File: src/rtl/pic_ack_sequencer_if.sv
// Bus-side bundle for pic_ack_sequencer: request/mask/EOI inputs and INT/vector/status outputs.
interface pic_ack_sequencer_if;
    logic [7:0] ir;
    logic       ltim;
    logic [7:0] imr;
    logic [4:0] vec_base;
    logic       inta;
    logic       eoi;
    logic       seoi;
    logic [2:0] seoi_lvl;
    logic       int_req;
    logic [7:0] vector;
    logic       vec_valid;
    logic [7:0] isr;
    logic [7:0] irr;

    modport master (
        output ir, ltim, imr, vec_base, inta, eoi, seoi, seoi_lvl,
        input  int_req, vector, vec_valid, isr, irr
    );

    modport slave (
        input  ir, ltim, imr, vec_base, inta, eoi, seoi, seoi_lvl,
        output int_req, vector, vec_valid, isr, irr
    );
endinterface

File: src/rtl/pic_ack_sequencer.sv
// 8259A-style IRR/ISR fully nested priority arbiter with two-pulse INTA sequencer.
// Optional macro PIC_ROTATE_EN: a non-specific EOI makes the cleared level lowest priority.
module pic_ack_sequencer #(
    parameter logic [2:0] SPURIOUS_LVL = 3'd7,
    parameter bit         AEOI         = 1'b0
) (
    input logic                clk,
    input logic                rst_n,
    pic_ack_sequencer_if.slave bus
);
    localparam logic [1:0] S_IDLE = 2'd0;
    localparam logic [1:0] S_PEND = 2'd1;
    localparam logic [1:0] S_ACK1 = 2'd2;

    logic [1:0] r_state;
    logic [7:0] r_irr;
    logic [7:0] r_isr;
    logic [7:0] r_ir_q;
    logic [7:0] r_vector;
    logic       r_int_req;
    logic       r_vec_valid;
    logic       r_spur;
    logic [2:0] r_lvl;

    logic [2:0] w_pri_low;
    logic [2:0] w_start;
    logic [7:0] w_cand;
    logic [7:0] w_grant_mask;
    logic [7:0] w_eoi_mask;
    logic [7:0] w_irr_nxt;
    logic       w_win_found;
    logic       w_isr_found;
    logic       w_win_valid;
    logic       w_grant;
    logic       w_ack2;
    logic [2:0] w_win_lvl;
    logic [2:0] w_isr_lvl;
    logic [2:0] w_win_rank;
    logic [2:0] w_isr_rank;

    // Returns {found, level} of the first set bit scanning upward from start with wrap.
    function automatic logic [3:0] f_first(input logic [7:0] req, input logic [2:0] start);
        logic [3:0] res;
        logic [2:0] lvl;
        res = 4'd0;
        for (int k = 7; k >= 0; k--) begin
            lvl = start + k[2:0];
            if (req[lvl]) res = {1'b1, lvl};
        end
        return res;
    endfunction

`ifdef PIC_ROTATE_EN
    logic [2:0] r_pri_low;

    always_ff @(posedge clk or negedge rst_n) begin
        if (!rst_n) begin
            r_pri_low <= 3'd7;
        end else if (bus.eoi && w_isr_found) begin
            r_pri_low <= w_isr_lvl;
        end
    end

    assign w_pri_low = r_pri_low;
`else
    assign w_pri_low = 3'd7;
`endif

    // Ranks are distances from the highest-priority level, so plain compares work under rotation.
    always_comb begin
        w_start                  = w_pri_low + 3'd1;
        w_cand                   = r_irr & ~bus.imr;
        {w_win_found, w_win_lvl} = f_first(w_cand, w_start);
        {w_isr_found, w_isr_lvl} = f_first(r_isr, w_start);
        w_win_rank               = w_win_lvl - w_start;
        w_isr_rank               = w_isr_lvl - w_start;
        w_win_valid              = w_win_found && (!w_isr_found || (w_win_rank < w_isr_rank));
        w_grant                  = (r_state == S_PEND) && bus.inta && w_win_valid;
        w_ack2                   = (r_state == S_ACK1) && bus.inta;
        w_grant_mask             = w_grant ? (8'd1 << w_win_lvl) : 8'd0;

        w_eoi_mask = 8'd0;
        if (bus.eoi && w_isr_found) w_eoi_mask = w_eoi_mask | (8'd1 << w_isr_lvl);
        if (bus.seoi)               w_eoi_mask = w_eoi_mask | (8'd1 << bus.seoi_lvl);
        if (AEOI && w_ack2 && !r_spur) w_eoi_mask = w_eoi_mask | (8'd1 << r_lvl);

        if (bus.ltim) begin
            w_irr_nxt = bus.ir & ~w_grant_mask;
        end else begin
            w_irr_nxt = (r_irr | (bus.ir & ~r_ir_q)) & ~w_grant_mask;
        end
    end

    always_ff @(posedge clk or negedge rst_n) begin
        if (!rst_n) begin
            r_state     <= S_IDLE;
            r_irr       <= 8'd0;
            r_isr       <= 8'd0;
            r_ir_q      <= 8'd0;
            r_vector    <= 8'd0;
            r_int_req   <= 1'b0;
            r_vec_valid <= 1'b0;
            r_spur      <= 1'b0;
            r_lvl       <= 3'd0;
        end else begin
            r_ir_q      <= bus.ir;
            r_irr       <= w_irr_nxt;
            r_isr       <= (r_isr & ~w_eoi_mask) | w_grant_mask;
            r_vec_valid <= w_ack2;
            if (w_ack2) r_vector <= {bus.vec_base, r_lvl};

            // An INTA that finds no valid winner still completes the handshake as spurious.
            case (r_state)
                S_IDLE: begin
                    if (w_win_valid) begin
                        r_int_req <= 1'b1;
                        r_state   <= S_PEND;
                    end else if (bus.inta) begin
                        r_lvl   <= SPURIOUS_LVL;
                        r_spur  <= 1'b1;
                        r_state <= S_ACK1;
                    end
                end
                S_PEND: begin
                    if (bus.inta) begin
                        r_int_req <= 1'b0;
                        r_state   <= S_ACK1;
                        if (w_win_valid) begin
                            r_lvl  <= w_win_lvl;
                            r_spur <= 1'b0;
                        end else begin
                            r_lvl  <= SPURIOUS_LVL;
                            r_spur <= 1'b1;
                        end
                    end else if (!w_win_valid) begin
                        r_int_req <= 1'b0;
                        r_state   <= S_IDLE;
                    end
                end
                S_ACK1: begin
                    if (bus.inta) r_state <= S_IDLE;
                end
                default: begin
                    r_int_req <= 1'b0;
                    r_state   <= S_IDLE;
                end
            endcase
        end
    end

    assign bus.int_req   = r_int_req;
    assign bus.vector    = r_vector;
    assign bus.vec_valid = r_vec_valid;
    assign bus.isr       = r_isr;
    assign bus.irr       = r_irr;
endmodule
File: src/flat_wrapper.sv
// flat-port wrapper written by rule: the top's interface ports become plain ports
module pic_ack_sequencer_flat 
#(
    parameter logic [2:0] SPURIOUS_LVL = 3'd7,
    parameter bit         AEOI         = 1'b0
)
  (clk, rst_n, bus_ir, bus_ltim, bus_imr, bus_vec_base, bus_inta, bus_eoi, bus_seoi, bus_seoi_lvl, bus_int_req, bus_vector, bus_vec_valid, bus_isr, bus_irr);
  pic_ack_sequencer_if bus_i ();
  input logic clk;
  input logic rst_n;
  input wire logic [$bits(bus_i.ir)-1:0] bus_ir;
  input wire logic [$bits(bus_i.ltim)-1:0] bus_ltim;
  input wire logic [$bits(bus_i.imr)-1:0] bus_imr;
  input wire logic [$bits(bus_i.vec_base)-1:0] bus_vec_base;
  input wire logic [$bits(bus_i.inta)-1:0] bus_inta;
  input wire logic [$bits(bus_i.eoi)-1:0] bus_eoi;
  input wire logic [$bits(bus_i.seoi)-1:0] bus_seoi;
  input wire logic [$bits(bus_i.seoi_lvl)-1:0] bus_seoi_lvl;
  output wire logic [$bits(bus_i.int_req)-1:0] bus_int_req;
  output wire logic [$bits(bus_i.vector)-1:0] bus_vector;
  output wire logic [$bits(bus_i.vec_valid)-1:0] bus_vec_valid;
  output wire logic [$bits(bus_i.isr)-1:0] bus_isr;
  output wire logic [$bits(bus_i.irr)-1:0] bus_irr;
  assign bus_i.ir = bus_ir;
  assign bus_i.ltim = bus_ltim;
  assign bus_i.imr = bus_imr;
  assign bus_i.vec_base = bus_vec_base;
  assign bus_i.inta = bus_inta;
  assign bus_i.eoi = bus_eoi;
  assign bus_i.seoi = bus_seoi;
  assign bus_i.seoi_lvl = bus_seoi_lvl;
  assign bus_int_req = bus_i.int_req;
  assign bus_vector = bus_i.vector;
  assign bus_vec_valid = bus_i.vec_valid;
  assign bus_isr = bus_i.isr;
  assign bus_irr = bus_i.irr;
  pic_ack_sequencer #(.SPURIOUS_LVL(SPURIOUS_LVL), .AEOI(AEOI)) u_core (.clk(clk), .rst_n(rst_n), .bus(bus_i));
endmodule
File: config.mk
export PLATFORM = sky130hd
export DESIGN_NAME = pic_ack_sequencer_flat
export DESIGN_NICKNAME = d
export VERILOG_FILES = /design/src/rtl/pic_ack_sequencer_if.sv /design/src/rtl/pic_ack_sequencer.sv /design/src/flat_wrapper.sv
export SDC_FILE = /design/constraint.sdc
export NUM_CORES = 1
export LEC_CHECK = 0
export BUFFER_PORTS_ARGS = -buffer_cell sky130_fd_sc_hd__buf_2
export CAP_MARGIN = 15
export CORE_ASPECT_RATIO = 1.25
export CORE_MARGIN = 10
export CORE_UTILIZATION = 36
export CTS_BUF_LIST = sky130_fd_sc_hd__clkbuf_4
export CTS_CLUSTER_DIAMETER = 50
export DETAILED_ROUTE_END_ITERATION = 10
export PLACE_DENSITY = 0.65
export SLEW_MARGIN = 0
export SYNTH_ARGS = -nofsm -noshare
export SYNTH_HDL_FRONTEND = slang
export SYNTH_SLANG_ARGS = --single-unit
File: constraint.sdc
create_clock -name clk -period 3.14 [get_ports clk]
set_input_delay 0.157 -clock clk [delete_from_list [all_inputs] [get_ports clk]]
set_output_delay 0.157 -clock clk [all_outputs]
set_load 0.005 [all_outputs]
### Word level (Yosys, flattened, before mapping)

Index checks and enable logic that the tools add are counted.

* word-level logic and storage cells: 81
* output and inout port bits: 26
* input port bits: 30
* flip-flop bits (word level): 39

* bitwise operators: 13
* reductions and logical operators: 12
* mux-type cells: 35
* shift operators: 3
* equality and inequality tests: 9
* order comparisons: 1

Operators by type and width (number)
* 2-to-1 mux 4 bit: 16
* bitwise AND 8 bit: 5
* 2-to-1 mux 8 bit: 4
* inverter 8 bit: 4
* bitwise OR 8 bit: 3
* << shifter 1 x 3 -> 8 bit (first input constant): 3
* 2-to-1 mux 3 bit: 4
* 2-to-1 mux 2 bit: 5
* != test 2 bit (second input constant): 4
* case mux 2 bit (3 select lines): 1
* case mux 3 bit (2 select lines): 1
* AND reduction 3 bit: 2
* logical AND 1 bit: 5
* AND reduction 4 bit: 1
* less-than comparator 3 bit: 1
* 2-to-1 mux 1 bit: 3
* != test 3 x 2 -> 1 bit (second input constant): 1
* != test 3 bit (second input constant): 1
* case mux 1 bit (3 select lines): 1
* == test 2 x 1 -> 1 bit (second input constant): 1
* == test 2 bit (second input constant): 1
* logical NOT 2 bit: 1
* != test 2 x 1 -> 1 bit (second input constant): 1
* nonzero test 2 bit: 1
* 3 further kinds: 3

### Logic depth before layout (Yosys ltp)

* word-level depth: 18
* mapped depth: 10
* gate-level depth less buffers: 10

### Least setup slack after synthesis

OpenSTA, ideal clock, no wires.

* kind: reg2reg
* start point: reg u_core.r_irr[0] (netlist: u_core.bus.irr[0])
* end point: reg u_core.r_lvl[1]
* arrival time: 2416 ps
* period minus slack after synthesis: 2543 ps
* setup slack: 597 ps
* data required time: 3013 ps
* buffers on the path: 1
* stages on the path, launching flop included: 11
* setup time: 127 ps
* cell sequence: dfrtp_1 > nor2b_4 > or2_1 > buf_6 > a21oi_1 > ha_1 > o21a_1 > o21ai_0 > o21bai_2 > nand2_1 > o32a_2

* longest elaborated chain between the ends: 8
* elaborated cells between the ends (all ways): 10
* classes of those cells: order compare: 1; eq/ne: 1; mux: 4; bitwise: 1; reduce/logical: 3

RTL lines
* from (decl): RTL line pic_ack_sequencer.sv:16 `logic [7:0] r_irr;`
* from (signal assigned): RTL line pic_ack_sequencer.sv:107 `r_irr <= w_irr_nxt;`
* bitwise AND 8 bit (*): RTL line pic_ack_sequencer.sv:72 `w_cand = r_irr & ~bus.imr;`
* 2-to-1 mux 4 bit (*): RTL line pic_ack_sequencer.sv:48 `if (req[lvl]) res = {1'b1, lvl};`
* less-than comparator 3 bit: RTL line pic_ack_sequencer.sv:77 `w_win_valid = w_win_found && (!w_isr_found || (w_win_rank < w_isr_rank));`
* logical OR 1 bit: RTL line pic_ack_sequencer.sv:77
* logical AND 1 bit: RTL line pic_ack_sequencer.sv:77
* 2-to-1 mux 3 bit: RTL line pic_ack_sequencer.sv:128 `if (w_win_valid) begin`
* 2-to-1 mux 3 bit: RTL line pic_ack_sequencer.sv:125 `if (bus.inta) begin`
* case mux 3 bit (2 select lines): RTL line pic_ack_sequencer.sv:113 `case (r_state)`
* to (signal assigned): RTL line pic_ack_sequencer.sv:129 `r_lvl <= w_win_lvl;`
* to (decl): RTL line pic_ack_sequencer.sv:23 `logic [2:0] r_lvl;`

Every way passes the cells marked *; elsewhere a longest branch is shown, timed or not. The select of a mux whose other input is x is not followed.
A chain may end at the register's enable or synchronous reset.

### Worst setup path in the final report

* start point: reg u_core.r_irr[2] (netlist: u_core.bus.irr[2])
* end point: reg u_core.r_isr[5] (netlist: u_core.bus.isr[5])

* longest elaborated chain between the ends: 10
* elaborated cells between the ends (all ways): 11
* classes of those cells: order compare: 1; shift: 1; mux: 4; bitwise: 2; reduce/logical: 3

RTL lines
* bitwise AND 8 bit (*): RTL line pic_ack_sequencer.sv:72
* 2-to-1 mux 4 bit (*) (3 in a row): RTL line pic_ack_sequencer.sv:48
* less-than comparator 3 bit: RTL line pic_ack_sequencer.sv:77
* logical OR 1 bit: RTL line pic_ack_sequencer.sv:77
* logical AND 1 bit: RTL line pic_ack_sequencer.sv:77
* logical AND 1 bit: RTL line pic_ack_sequencer.sv:78 `w_grant = (r_state == S_PEND) && bus.inta && w_win_valid;`
* 2-to-1 mux 8 bit (*): RTL line pic_ack_sequencer.sv:80 `w_grant_mask = w_grant ? (8'd1 << w_win_lvl) : 8'd0;`
* bitwise OR 8 bit (*): RTL line pic_ack_sequencer.sv:108 `r_isr <= (r_isr & ~w_eoi_mask) | w_grant_mask;`
* to (signal assigned): RTL line pic_ack_sequencer.sv:108
* to (decl): RTL line pic_ack_sequencer.sv:17 `logic [7:0] r_isr;`

Every way passes the cells marked *; elsewhere a longest branch is shown, timed or not.

==> run_results.csv <==
group,metric,value,unit
placed_design,gp_congestion,0.830,
logic_synthesis,yosysWarnings,0,
detailed_routing,drc,0,
cts,cts_buffers,5,
die,io_pins,56,
cts,clk_pin_slew_worst_paths,130,ps
placed_design,portBuffers,55,
logic_synthesis,synth-seq-cells,39,
cts,cts.sinks,39,
die,die_y,102,microns
logic_synthesis,async_flop_share,100,%
detailed_routing,dr.pass1.iters,4,
placed_design,hpwl,3930,microns
detailed_routing,ant_nets,0,
detailed_routing,top_layer_used,"met4",
sta,worst_pin_slew,864,ps
pwr,intPower,1.21,mW
logic_synthesis,syn-num-nets,229,
cts,cts_resized,0,
sta,min_period,2710,ps
global_route,grt_antenna_before_repair,0,
die,row_count,29,
detailed_routing,met2_length,2530,microns
setup_path,end_kind,"flop",
sta,finalSetupViolations,0,
global_route,grt.total_usage,12.0,%
logic_synthesis,postSynthAreaPerCell,9.76,sq um
pwr,p_per_area,775,mW/mm^2
sta,post-route-period-util,86.3,%
cts,h-tree-depth,2,
cts,clk_path_buf_depth,2,
global_route,grt_pass1_vias,1835,
die,core,0.00512,sq mm
cells_and_area,fillers,494,
detailed_routing,routed_wl,5180,microns
logic_synthesis,synth_cell_types,48,
sta,slew_headroom,42.4,%
outcome,status,"finished, final reports clean",
detailed_routing,via_count,1696,
setup_path,cp_max_fo,6,
global_route,grt-ovfl-total,0,
detailed_routing,drtIter0Drc,63,
cells_and_area,final_layout_size_suffix_gt1_share,28.9,%
logic_synthesis,synth-main-ff-cell,"dfrtp_1",
sta,fin_skew,13.8,ps
setup_path,required,3440,ps
cells_and_area,stdcell_area,0.00248,sq mm
pwr,leakagePower,1.21,nW
setup_path,crit_type,"flop to flop",
logic_synthesis,seq_area_frac_synth,50.8,%
detailed_routing,routedLengthMet1,2250,microns
flow_run,max_cap_viol_count,0,
die,die_w,85.4,microns
pwr,pwr-share-clk,17.8,%
pwr,seqPwrFrac,38.9,%
placed_design,dpl_cell_area,0.00227,sq mm
cells_and_area,finalNetCount,304,
cts,hold_buffers,14,
detailed_routing,wl_met3,334,microns
die,initial_core_util,37.6,%
pwr,power_switching,0.719,mW
sta,timing.fmax,369,MHz
min_path,hp-class,"primary input to flop",
setup_path,start_kind,"flop",
pwr,p_comb_share,43.3,%
logic_synthesis,netlist_instances,197,
pwr,ir_drop,405,uV
detailed_routing,post_drt_wl_per_cell,15.5,microns
detailed_routing,post_drt_via_cell_ratio,5.06,
logic_synthesis,synth_area,0.00192,sq mm
cts,clock_latency,360,ps
cells_and_area,areaGrowthSynthToFinish,29.2,%
die,die_area,0.00868,sq mm
cts,cts_setup_buffers,0,
setup_path,arrival,3000,ps
sta,tns,0,ps
pwr,swShare,37.4,%
sta,drv_slew,0,
logic_synthesis,synth_edf_count,0,
sta,grt_setup_unrepaired,"false",
global_route,grt_max_degree,40,
cts,cts_tree,"built",
global_route,grt_pass1_wl,8590,microns
sta,hold_viol,0,
cts,root_buffer,"clkbuf_4",
cells_and_area,antennaDiodeCount,0,
==> final timing paths <==
| kind | startpoint | endpoint | slack (ps) | cells after the start |
|---|---|---|---|---|
| worst max-delay path | u_core.bus.irr[2]$_DFF_PN0_ | u_core.bus.isr[5]$_DFF_PN0_ | 430 | 10 |
| worst max register to register | u_core.bus.irr[2]$_DFF_PN0_ | u_core.bus.isr[5]$_DFF_PN0_ | 430 | 10 |
| min in group asynchronous | rst_n | u_core.r_lvl[0]$_DFFE_PN0P_ | 450 | 2 |
| worst min-delay path | bus_inta | u_core.r_state[0]$_DFFE_PN0P_ | 10 | 2 |
| worst min register to register | u_core.bus.vector[7]$_DFFE_PN0P_ | u_core.bus.vector[7]$_DFFE_PN0P_ | 480 | 2 |
| max in group asynchronous | rst_n | u_core.r_state[0]$_DFFE_PN0P_ | 2150 | 2 |
==> cell type report <==
cell class / instances / area (sq um) / share of cell area [%]
clock inverters: 3 / 38.8 / 1.56
flip-flops and latches: 39 / 976 / 39.3
clock buffers: 5 / 37.5 / 1.51
well taps: 62 / 77.6 / 3.12
inverters: 11 / 41.3 / 1.66
multi-input cells: 145 / 890 / 35.8
repair buffers: 70 / 423 / 17.0
==> registers in the layout, indices dropped and copies added (netlist names) <==
signal,flops
u_core.bus.irr,8
u_core.r_ir_q,8
u_core.bus.vec_valid,1
u_core.bus.vector,8
u_core.bus.int_req,1
u_core.r_state,2
u_core.bus.isr,8
u_core.r_lvl,3
==> placed cells by master (no fill, tap or decap), types with 3 or more instances in the layout <==
cell	instances
buf_2	55
dlygate4sd3_1	14
a32o_1	3
o21ai_0	10
a21boi_0	5
nor2_1	12
nor2b_1	8
clkbuf_4	5
inv_1	9
a21oi_1	14
dfrtp_1	39
nand3_1	3
nand2_1	37
nor3_1	5
nand2b_1	7
==> worst max-delay path, stage by stage (launching register included) <==
cell and delay [ps]:
dfrtp_1 380, nor2b_1 370, nor2_1 160, a21oi_1 250, ha_1 270, o21a_1 180, o21ai_0 150, buf_4 150
nand4_1 230, nor3_1 360, o21bai_1 170
==> cell families (layout without fill, tap and decap cells) <==
logic type | after synthesis | count (layout) | synth area share (%)
compound gates | 53 | 53 | 20.5
fa+ha+maj | 2 | 2 | 1.30
buf+inv | 13 | 89 | 2.93
flops | 39 | 39 | 50.8
simple gates | 90 | 90 | 24.5
==> cell usage after synthesis, types with 2 or more instances <==
library cell	instances	area, sq um
dfrtp_1	39	976
nand2_1	37	139
a21oi_1	14	70.1
nor2_1	12	45.0
o21ai_0	10	50.1
inv_1	9	33.8
nor2b_1	8	50.1
nand2b_1	7	43.8
a21boi_0	5	37.5
nor3_1	5	25.0
a32o_1	3	30.0
nand3_1	3	15.0
a211oi_1	2	15.0
a2bb2oi_1	2	17.5
ha_1	2	25.0
nand3b_1	2	15.0
nor2b_4	2	27.5
nor4_1	2	12.5
o21bai_1	2	15.0
o221ai_1	2	17.5
or2_2	2	12.5
==> power by group through the flow <==
stage	logic (mW)	clock network, mW	registers (mW)
after global placement	0.819	0	0.757
after detailed placement	0.827	0	0.759
after global routing	0.951	0.367	0.766
final	0.834	0.342	0.748
after floorplan	0.546	0	0.749
after CTS	0.845	0.349	0.747
==> metrics by stage <==
step | hold WS (ps) | instances | util, % | setup WS [ps] | power, mW
3_3_place_gp | 278 | 313 | 44.3 | 468 | 1.58
5_1_grt | 7.58 | 335 | 48.5 | 134 | 2.08
2_1_floorplan | -139 | 197 | - | 597 | 1.30
6_report | 11.1 | 335 | 48.5 | 432 | 1.92
3_5_place_dp | 279 | 313 | 44.3 | 436 | 1.59
4_1_cts | 3.25 | 335 | 48.5 | 403 | 1.94
==> per-layer routing <==
layer	track usage, %	vias up
li1	-	846
met1	13.6	793
met2	20.5	51
met3	4.18	6
met4	3.81	0
met5	0	-
No activity file was read; power rests on OpenSTA's default activity.
